### src/rtl/matrix_calc_dispatcher_pkg.sv
// matrix_calc_dispatcher_pkg: shared calc-type encoding, dispatcher state and status types
package matrix_calc_dispatcher_pkg;
  localparam int NUM_UNITS = 4;
  typedef enum logic [2:0] {TRANSPOSE = 3'd0, ADD = 3'd1, MUL = 3'd2, SCALAR_MUL = 3'd3} calc_type_t;
  typedef enum logic [1:0] {IDLE, ISSUE, WAIT, RESPOND} dispatch_state_t;
  typedef enum logic [1:0] {ST_OK, ST_UNIT_ERR, ST_TIMEOUT, ST_BAD_OP} dispatch_status_t;
endpackage

### src/rtl/matrix_dispatch_watchdog.sv
// matrix_dispatch_watchdog: counts enabled cycles; expired flags the TIMEOUT_CYCLES-th enabled cycle
module matrix_dispatch_watchdog #(
  parameter int TIMEOUT_CYCLES = 65536
) (
  input  logic clk,
  input  logic rst_n,
  input  logic clear,
  input  logic enable,
  output logic expired
);
  localparam int W = $clog2(TIMEOUT_CYCLES + 1);
  logic [W-1:0] count;
  assign expired = enable && (count == W'(TIMEOUT_CYCLES - 1));
  always_ff @(posedge clk or negedge rst_n) begin
    if (!rst_n) count <= '0;
    else if (clear) count <= '0;
    else if (enable && !expired) count <= count + W'(1);
  end
endmodule

### src/rtl/matrix_calc_dispatcher.sv
// matrix_calc_dispatcher: issues one matrix op to a compute unit and returns its status.
// Define MATRIX_DISPATCH_TIMEOUT_EN to build the watchdog, unit_abort and TIMEOUT status.
module matrix_calc_dispatcher
  import matrix_calc_dispatcher_pkg::*;
#(
  parameter int ID_WIDTH       = 3,
  parameter int SCALAR_WIDTH   = 32,
  parameter int TIMEOUT_CYCLES = 65536
) (
  input  logic                    clk,
  input  logic                    rst_n,
  input  logic                    req_valid,
  output logic                    req_ready,
  input  logic [2:0]              req_calc_type,
  input  logic [ID_WIDTH-1:0]     req_id_a,
  input  logic [ID_WIDTH-1:0]     req_id_b,
  input  logic [SCALAR_WIDTH-1:0] req_scalar,
  output logic [NUM_UNITS-1:0]    unit_start,
  output logic [NUM_UNITS-1:0]    unit_abort,
  output logic [ID_WIDTH-1:0]     op_id_a,
  output logic [ID_WIDTH-1:0]     op_id_b,
  output logic [SCALAR_WIDTH-1:0] op_scalar,
  input  logic [NUM_UNITS-1:0]    unit_done,
  input  logic [NUM_UNITS-1:0]    unit_error,
  output logic                    resp_valid,
  input  logic                    resp_ready,
  output logic [1:0]              resp_status,
  output logic                    busy
);
  dispatch_state_t state, state_n;
  logic [NUM_UNITS-1:0] sel_q, req_sel;
  logic type_ok, accept, hit_done, hit_err, expired, timeout;
  assign type_ok   = req_calc_type <= 3'(SCALAR_MUL);
  assign req_sel   = type_ok ? NUM_UNITS'(1) << req_calc_type[1:0] : '0;
  assign accept    = state == IDLE && req_valid;
  assign hit_done  = |(unit_done & sel_q);
  assign hit_err   = |(unit_error & sel_q);
  assign timeout   = state == WAIT && expired && !hit_done && !hit_err;
  assign req_ready = state == IDLE;
  assign busy      = state != IDLE;
`ifdef MATRIX_DISPATCH_TIMEOUT_EN
  // Abort is decided in the same cycle as the timeout so a coinciding done/error can still suppress it
  assign unit_abort = timeout ? sel_q : '0;
  matrix_dispatch_watchdog #(.TIMEOUT_CYCLES(TIMEOUT_CYCLES)) u_watchdog (
    .clk(clk), .rst_n(rst_n), .clear(state == ISSUE), .enable(state == WAIT), .expired(expired)
  );
`else
  logic unused_timeout_cfg;
  assign unused_timeout_cfg = ^TIMEOUT_CYCLES;
  assign unit_abort = '0;
  assign expired    = 1'b0;
`endif
  always_comb begin
    state_n = state;
    case (state)
      IDLE:    state_n = req_valid ? (type_ok ? ISSUE : RESPOND) : IDLE;
      ISSUE:   state_n = WAIT;
      WAIT:    state_n = (hit_err || hit_done || timeout) ? RESPOND : WAIT;
      RESPOND: state_n = resp_ready ? IDLE : RESPOND;
      default: state_n = IDLE;
    endcase
  end
  always_ff @(posedge clk or negedge rst_n) begin
    if (!rst_n) begin
      state       <= IDLE;
      sel_q       <= '0;
      unit_start  <= '0;
      op_id_a     <= '0;
      op_id_b     <= '0;
      op_scalar   <= '0;
      resp_valid  <= 1'b0;
      resp_status <= ST_OK;
    end else begin
      state      <= state_n;
      unit_start <= (accept && type_ok) ? req_sel : '0;
      resp_valid <= state_n == RESPOND;
      if (accept) begin
        sel_q     <= req_sel;
        op_id_a   <= req_id_a;
        op_id_b   <= req_id_b;
        op_scalar <= req_scalar;
        if (!type_ok) resp_status <= ST_BAD_OP;
      end
      if (state == WAIT && state_n == RESPOND)
        resp_status <= hit_err ? ST_UNIT_ERR : hit_done ? ST_OK : ST_TIMEOUT;
    end
  end
endmodule

### config.mk
export PLATFORM = sky130hd
export DESIGN_NAME = matrix_calc_dispatcher
export DESIGN_NICKNAME = d
export VERILOG_FILES = /design/src/rtl/matrix_calc_dispatcher_pkg.sv /design/src/rtl/matrix_dispatch_watchdog.sv /design/src/rtl/matrix_calc_dispatcher.sv
export SDC_FILE = /design/constraint.sdc
export NUM_CORES = 1
export LEC_CHECK = 0
export CORE_ASPECT_RATIO = 1.75
export CORE_MARGIN = 1.5
export CORE_UTILIZATION = 42
export DETAILED_ROUTE_END_ITERATION = 10
export PLACE_DENSITY_LB_ADDON = 0.2
export SKIP_LAST_GASP = 1
export SYNTH_ARGS = -nofsm -noshare
export SYNTH_HDL_FRONTEND = slang
export SYNTH_SLANG_ARGS = --single-unit
### constraint.sdc
create_clock -name clk -period 3.9 [get_ports clk]
set_clock_uncertainty 0.2 [all_clocks]
set_input_delay 0.975 -clock clk [delete_from_list [all_inputs] [get_ports clk]]
set_output_delay 0.975 -clock clk [all_outputs]
set_load 0.02 [all_outputs]
After elaboration in Yosys (flattened, before gate mapping)
Index checks and enable logic that the tools add are counted.

Bits in latches: 0. Input bits: 53. RAM bits: 0. Output and inout bits: 51. Flip-flop bits (word level): 51. Memories kept: 0. Word-level logic and storage cells: 39. Bits in read-only memories: 0.

Divide/modulo/power cells: 0. Add/sub/neg operators: 0. Multiply operators: 0. Reductions and logical operators: 10. Multiplexer cells: 12. Equality and inequality tests: 5. Shifts and indexed selects: 1. Bitwise gates (word level): 2. Order comparisons: 1.

Operators by type and width (count): 2-to-1 mux 2 bit (8); AND 4 bit (2); 2-to-1 mux 4 bit (2); one-hot mux 2 bit (4 select lines) (1); OR reduction 4 bit (2); == test 2 bit, second input constant (3); nonzero test 2 bit (2); left shift 1 x 2 -> 4 bit, first input constant (1); less-or-equal comparator 3 x 2 -> 1 bit, second input constant (1); logical AND 1 bit (3); == test 2 x 1 -> 1 bit, second input constant (1); zero test 2 bit (1); inequality test 2 x 1 -> 1 bit, second input constant (1); AND reduction 2 bit (1); logical OR 1 bit (1); 2-to-1 mux 1 bit (1).

Longest topological paths before layout
Word-level depth: 9. Depth in mapped cells: 6.

Worst setup path before layout
Ideal clock, no wire load.

Kind: in2reg. Start point: input unit_done[1]. End point: register state[0]. Arrival time: 1.862 ns. Cell stages on the path: 4. Buffers on the path: 0. Setup slack: 1.707 ns. Cell sequence: a22o_1 > a221oi_2 > a21oi_2 > or3_1.

Longest elaborated chain between the ends: 5.

RTL lines: start: declaration (RTL line matrix_calc_dispatcher.sv:23) `input logic [NUM_UNITS-1:0] unit_done,`; AND 4 bit (RTL line matrix_calc_dispatcher.sv:36) `assign hit_done = |(unit_done & sel_q);`; OR reduction 4 bit (RTL line matrix_calc_dispatcher.sv:36); logical OR 1 bit (RTL line matrix_calc_dispatcher.sv:58) `WAIT: state_n = (hit_err || hit_done || timeout) ? RESPOND : WAIT;`; 2-to-1 mux 1 bit (RTL line matrix_calc_dispatcher.sv:58); one-hot mux 2 bit (4 select lines) (RTL line matrix_calc_dispatcher.sv:55) `case (state)`; net state_n[0] (RTL line matrix_calc_dispatcher.sv:30) `dispatch_state_t state, state_n;`; end signal: assignment (RTL line matrix_calc_dispatcher.sv:74) `state <= state_n;`; end: declaration (RTL line matrix_calc_dispatcher.sv:30).

The timed path passes the listed nets, and every way through them passes these cells. A chain may end at the register's enable or synchronous reset.

Final worst setup path
Start point: register state[0]. End point: output req_ready.

Longest elaborated chain between the ends: 1.

RTL lines: zero test 2 bit (RTL line matrix_calc_dispatcher.sv:39) `assign req_ready = state == IDLE;`; end: declaration (RTL line matrix_calc_dispatcher.sv:13) `output logic req_ready,`.

Every way passes these cells.

==> results.py <==
metrics = {
    "die": {
        "io-pin-count": 104,
        "die_x_um": 55.3,
        "rows": 33,
        "dieHeight_um": 94.4,
        "die-area_sq_um": 5220,
        "initial_utilization": 0.434,
        "core_area_sq_um": 4620,
    },
    "sta": {
        "min_period_over_period": 0.689,
        "layout_setup_ws_ps": 1210,
        "setup_tns_ps": 0,
        "drv_slew": 0,
        "finalSetupViolCount": 0,
        "tightest_slew_ps": 1070,
        "min_period_ps": 2690,
        "finalHoldViolCount": 0,
        "max_slew_margin": 0.285,
        "fmax_mhz": 372,
        "grt_setup_unrepaired": "no",
        "whs_ps": 275,
    },
    "synthesis": {
        "synth.distinct_cells": 26,
        "synth_area_sq_um": 2010,
        "synth-seq-cells": 51,
        "synth_warnings": 0,
        "synth_cells": 214,
        "avgSynthCellArea_sq_um": 9.38,
        "yosysSeqAreaShare": 0.636,
    },
    "power_and_ir_drop": {
        "ir_drop_uv": 529,
        "p_clk_frac": 0.131,
        "intPower_mw": 1.41,
        "power_switching_mw": 0.827,
        "p_comb_frac": 0.480,
        "seqPwrFrac": 0.390,
        "p_total_mw": 2.24,
        "powerDensity_nw_per_um2": 719,
        "p_leak_nw": 1.52,
        "switching_share": 0.370,
    },
    "min_path": {
        "min_path_type": "reg2reg",
        "worstHoldStart": "op_scalar[16]",
    },
    "worst_setup_path": {
        "crit_type": "reg2out",
        "cp-end-kind": "primary output",
        "r2r_start": "sel_q[2]",
        "cp_max_fo": 4,
        "worstPathArrival_ps": 1510,
        "critPathLaunchType": "register",
        "cp.required_ps": 2720,
        "startpoint": "state[0]",
    },
    "routing": {
        "drt_pre_antenna_iters": 4,
        "route.detailed.drc": 0,
        "vias_per_cell": 4.67,
        "routed_wl_mm": 4.35,
        "drtIter0Drc": 47,
        "wire_per_inst_um": 11.9,
        "num_vias": 1706,
        "ant_nets": 0,
    },
    "clocking": {
        "root_buffer": "clkbuf_8",
        "clk_latency_ps": 290,
        "holdBufCountCts": 0,
        "clk_path_buf_depth": 2,
        "post_cts_buffers": 0,
        "path_clk_slew_ps": 80,
        "cts.sinks": 51,
        "post_cts_resized": 0,
        "htreeDepth": 2,
        "numCtsBuffers": 5,
        "cts_tree": "yes",
    },
    "placed_design": {
        "io_buffers": 99,
        "gp_congestion": 0.734,
        "dpl.cell_count": 358,
        "pre_cts_slack_ps": 1230,
        "dpl.hpwl_mm": 3.22,
    },
    "global_routing": {
        "track_usage": 0.179,
        "grt-ovfl-total": 0,
        "grt_pass1_vias": 1680,
        "grt_first_pass_wirelength_mm": 7.40,
        "grt_max_degree": 52,
        "antenna_found_initial": 0,
    },
    "final_layout": {
        "final_cell_mix": "118 x nand2_1, 98 x clkdlybuf4s50_1, 51 x dfrtp_1",
        "final_cells": 365,
        "nets": 366,
        "layout_commonest_cell": "nand2_1",
        "n_antenna_cell": 0,
        "area_delta_synth_final_pct": 55.1,
        "drive_gt1_frac": 0.0575,
    },
    "flow_run": {
        "maxCapViolCount": 0,
    },
    "outcome": {
        "status": "finished, final reports clean",
    },
}
-- logic make-up after synthesis --
| kind of cell | Yosys count | share of synthesized area |
|---|---|---|
| compound gates | 16 | 0.0636 |
| buf+inv | 15 | 0.0387 |
| flops | 51 | 0.636 |
| other cells | 1 | 0.00187 |
| simple gates | 131 | 0.260 |
-- area by class of cell --
cell class	instances	area [sq um]
clock inverters	1	5.00
clock buffers	6	82.6
repair buffers	103	1020
multi-input cells	151	664
fillers	373	1510
well taps	52	65.1
inverters	1	3.75
flip-flops and latches	51	1280
-- through the flow --
stage / utilization / cell area, sq um
finish: 0.673 / 3110
global route: 0.673 / 3110
CTS: 0.673 / 3110
detailed placement: 0.654 / 3030
global placement: 0.654 / 3030
floorplan: - / 2020
-- path summary, 6_finish.rpt --
| path | end | slack (ps) | cells past startpoint |
|---|---|---|---|
| worst max-delay path | req_ready | 1210 | 2 |
| worst min-delay path | op_scalar[16] | 280 | 2 |
| worst min register to register | op_scalar[16] | 280 | 2 |
| worst max register to register | state[0] | 2200 | 4 |
| min in group asynchronous | op_scalar[6] | 670 | 1 |
| max in group asynchronous | op_id_b[1] | 2170 | 1 |
-- synth_stat cells --
cell | n | area share
nand2b_1 | 1 | 0.0031
o21ai_0 | 1 | 0.0025
inv_1 | 1 | 0.0019
a21o_1 | 2 | 0.0075
a22o_1 | 2 | 0.0087
nor4_1 | 1 | 0.0031
buf_4 | 4 | 0.015
buf_2 | 5 | 0.012
nand2_1 | 118 | 0.22
a31oi_1 | 1 | 0.0031
clkbuf_1 | 5 | 0.0094
a32o_1 | 1 | 0.0050
and2_1 | 1 | 0.0031
conb_1 | 1 | 0.0019
a21oi_2 | 1 | 0.0044
nor2_2 | 1 | 0.0031
a21oi_1 | 4 | 0.010
dfrtp_1 | 51 | 0.64
nor4b_2 | 1 | 0.0075
a21o_2 | 1 | 0.0044
or3_1 | 1 | 0.0031
and3_1 | 1 | 0.0031
nor2_1 | 5 | 0.0094
a221oi_2 | 2 | 0.015
o22ai_1 | 1 | 0.0031
nand3b_1 | 1 | 0.0037
-- flip-flops by register name, indices dropped and copies added (netlist names) --
signal / cells
op_scalar: 32
sel_q: 4
unit_start: 4
op_id_a: 3
op_id_b: 3
resp_status: 2
state: 2
resp_valid: 1
-- power groups by stage --
stage | Sequential [mW] | Combinational (mW) | Clock (mW)
detailed placement | 0.883 | 1.09 | 0
finish | 0.872 | 1.07 | 0.293
global route | 0.903 | 1.17 | 0.328
floorplan | 1.11 | 0.325 | 0
global placement | 0.879 | 1.07 | 0
CTS | 0.876 | 1.09 | 0.306
-- metal layers --
metal / share of wire / vias to the layer above / GRT usage / routed length [um]
li1: - / 856 / - / -
met1: 0.40 / 786 / 0.207 / 1740
met2: 0.53 / 59 / 0.324 / 2320
met3: 0.053 / 5 / 0.0384 / 229
met4: 0.014 / 0 / 0.0610 / 59
met5: 0 / - / 0 / 0
-- worst max-delay path, cell delays in order, from the launching register on --
cell and delay, ps:
dfrtp_1 420, nor2_2 180, clkdlybuf4s50_1 630
Power figures use the tool's default switching activity.
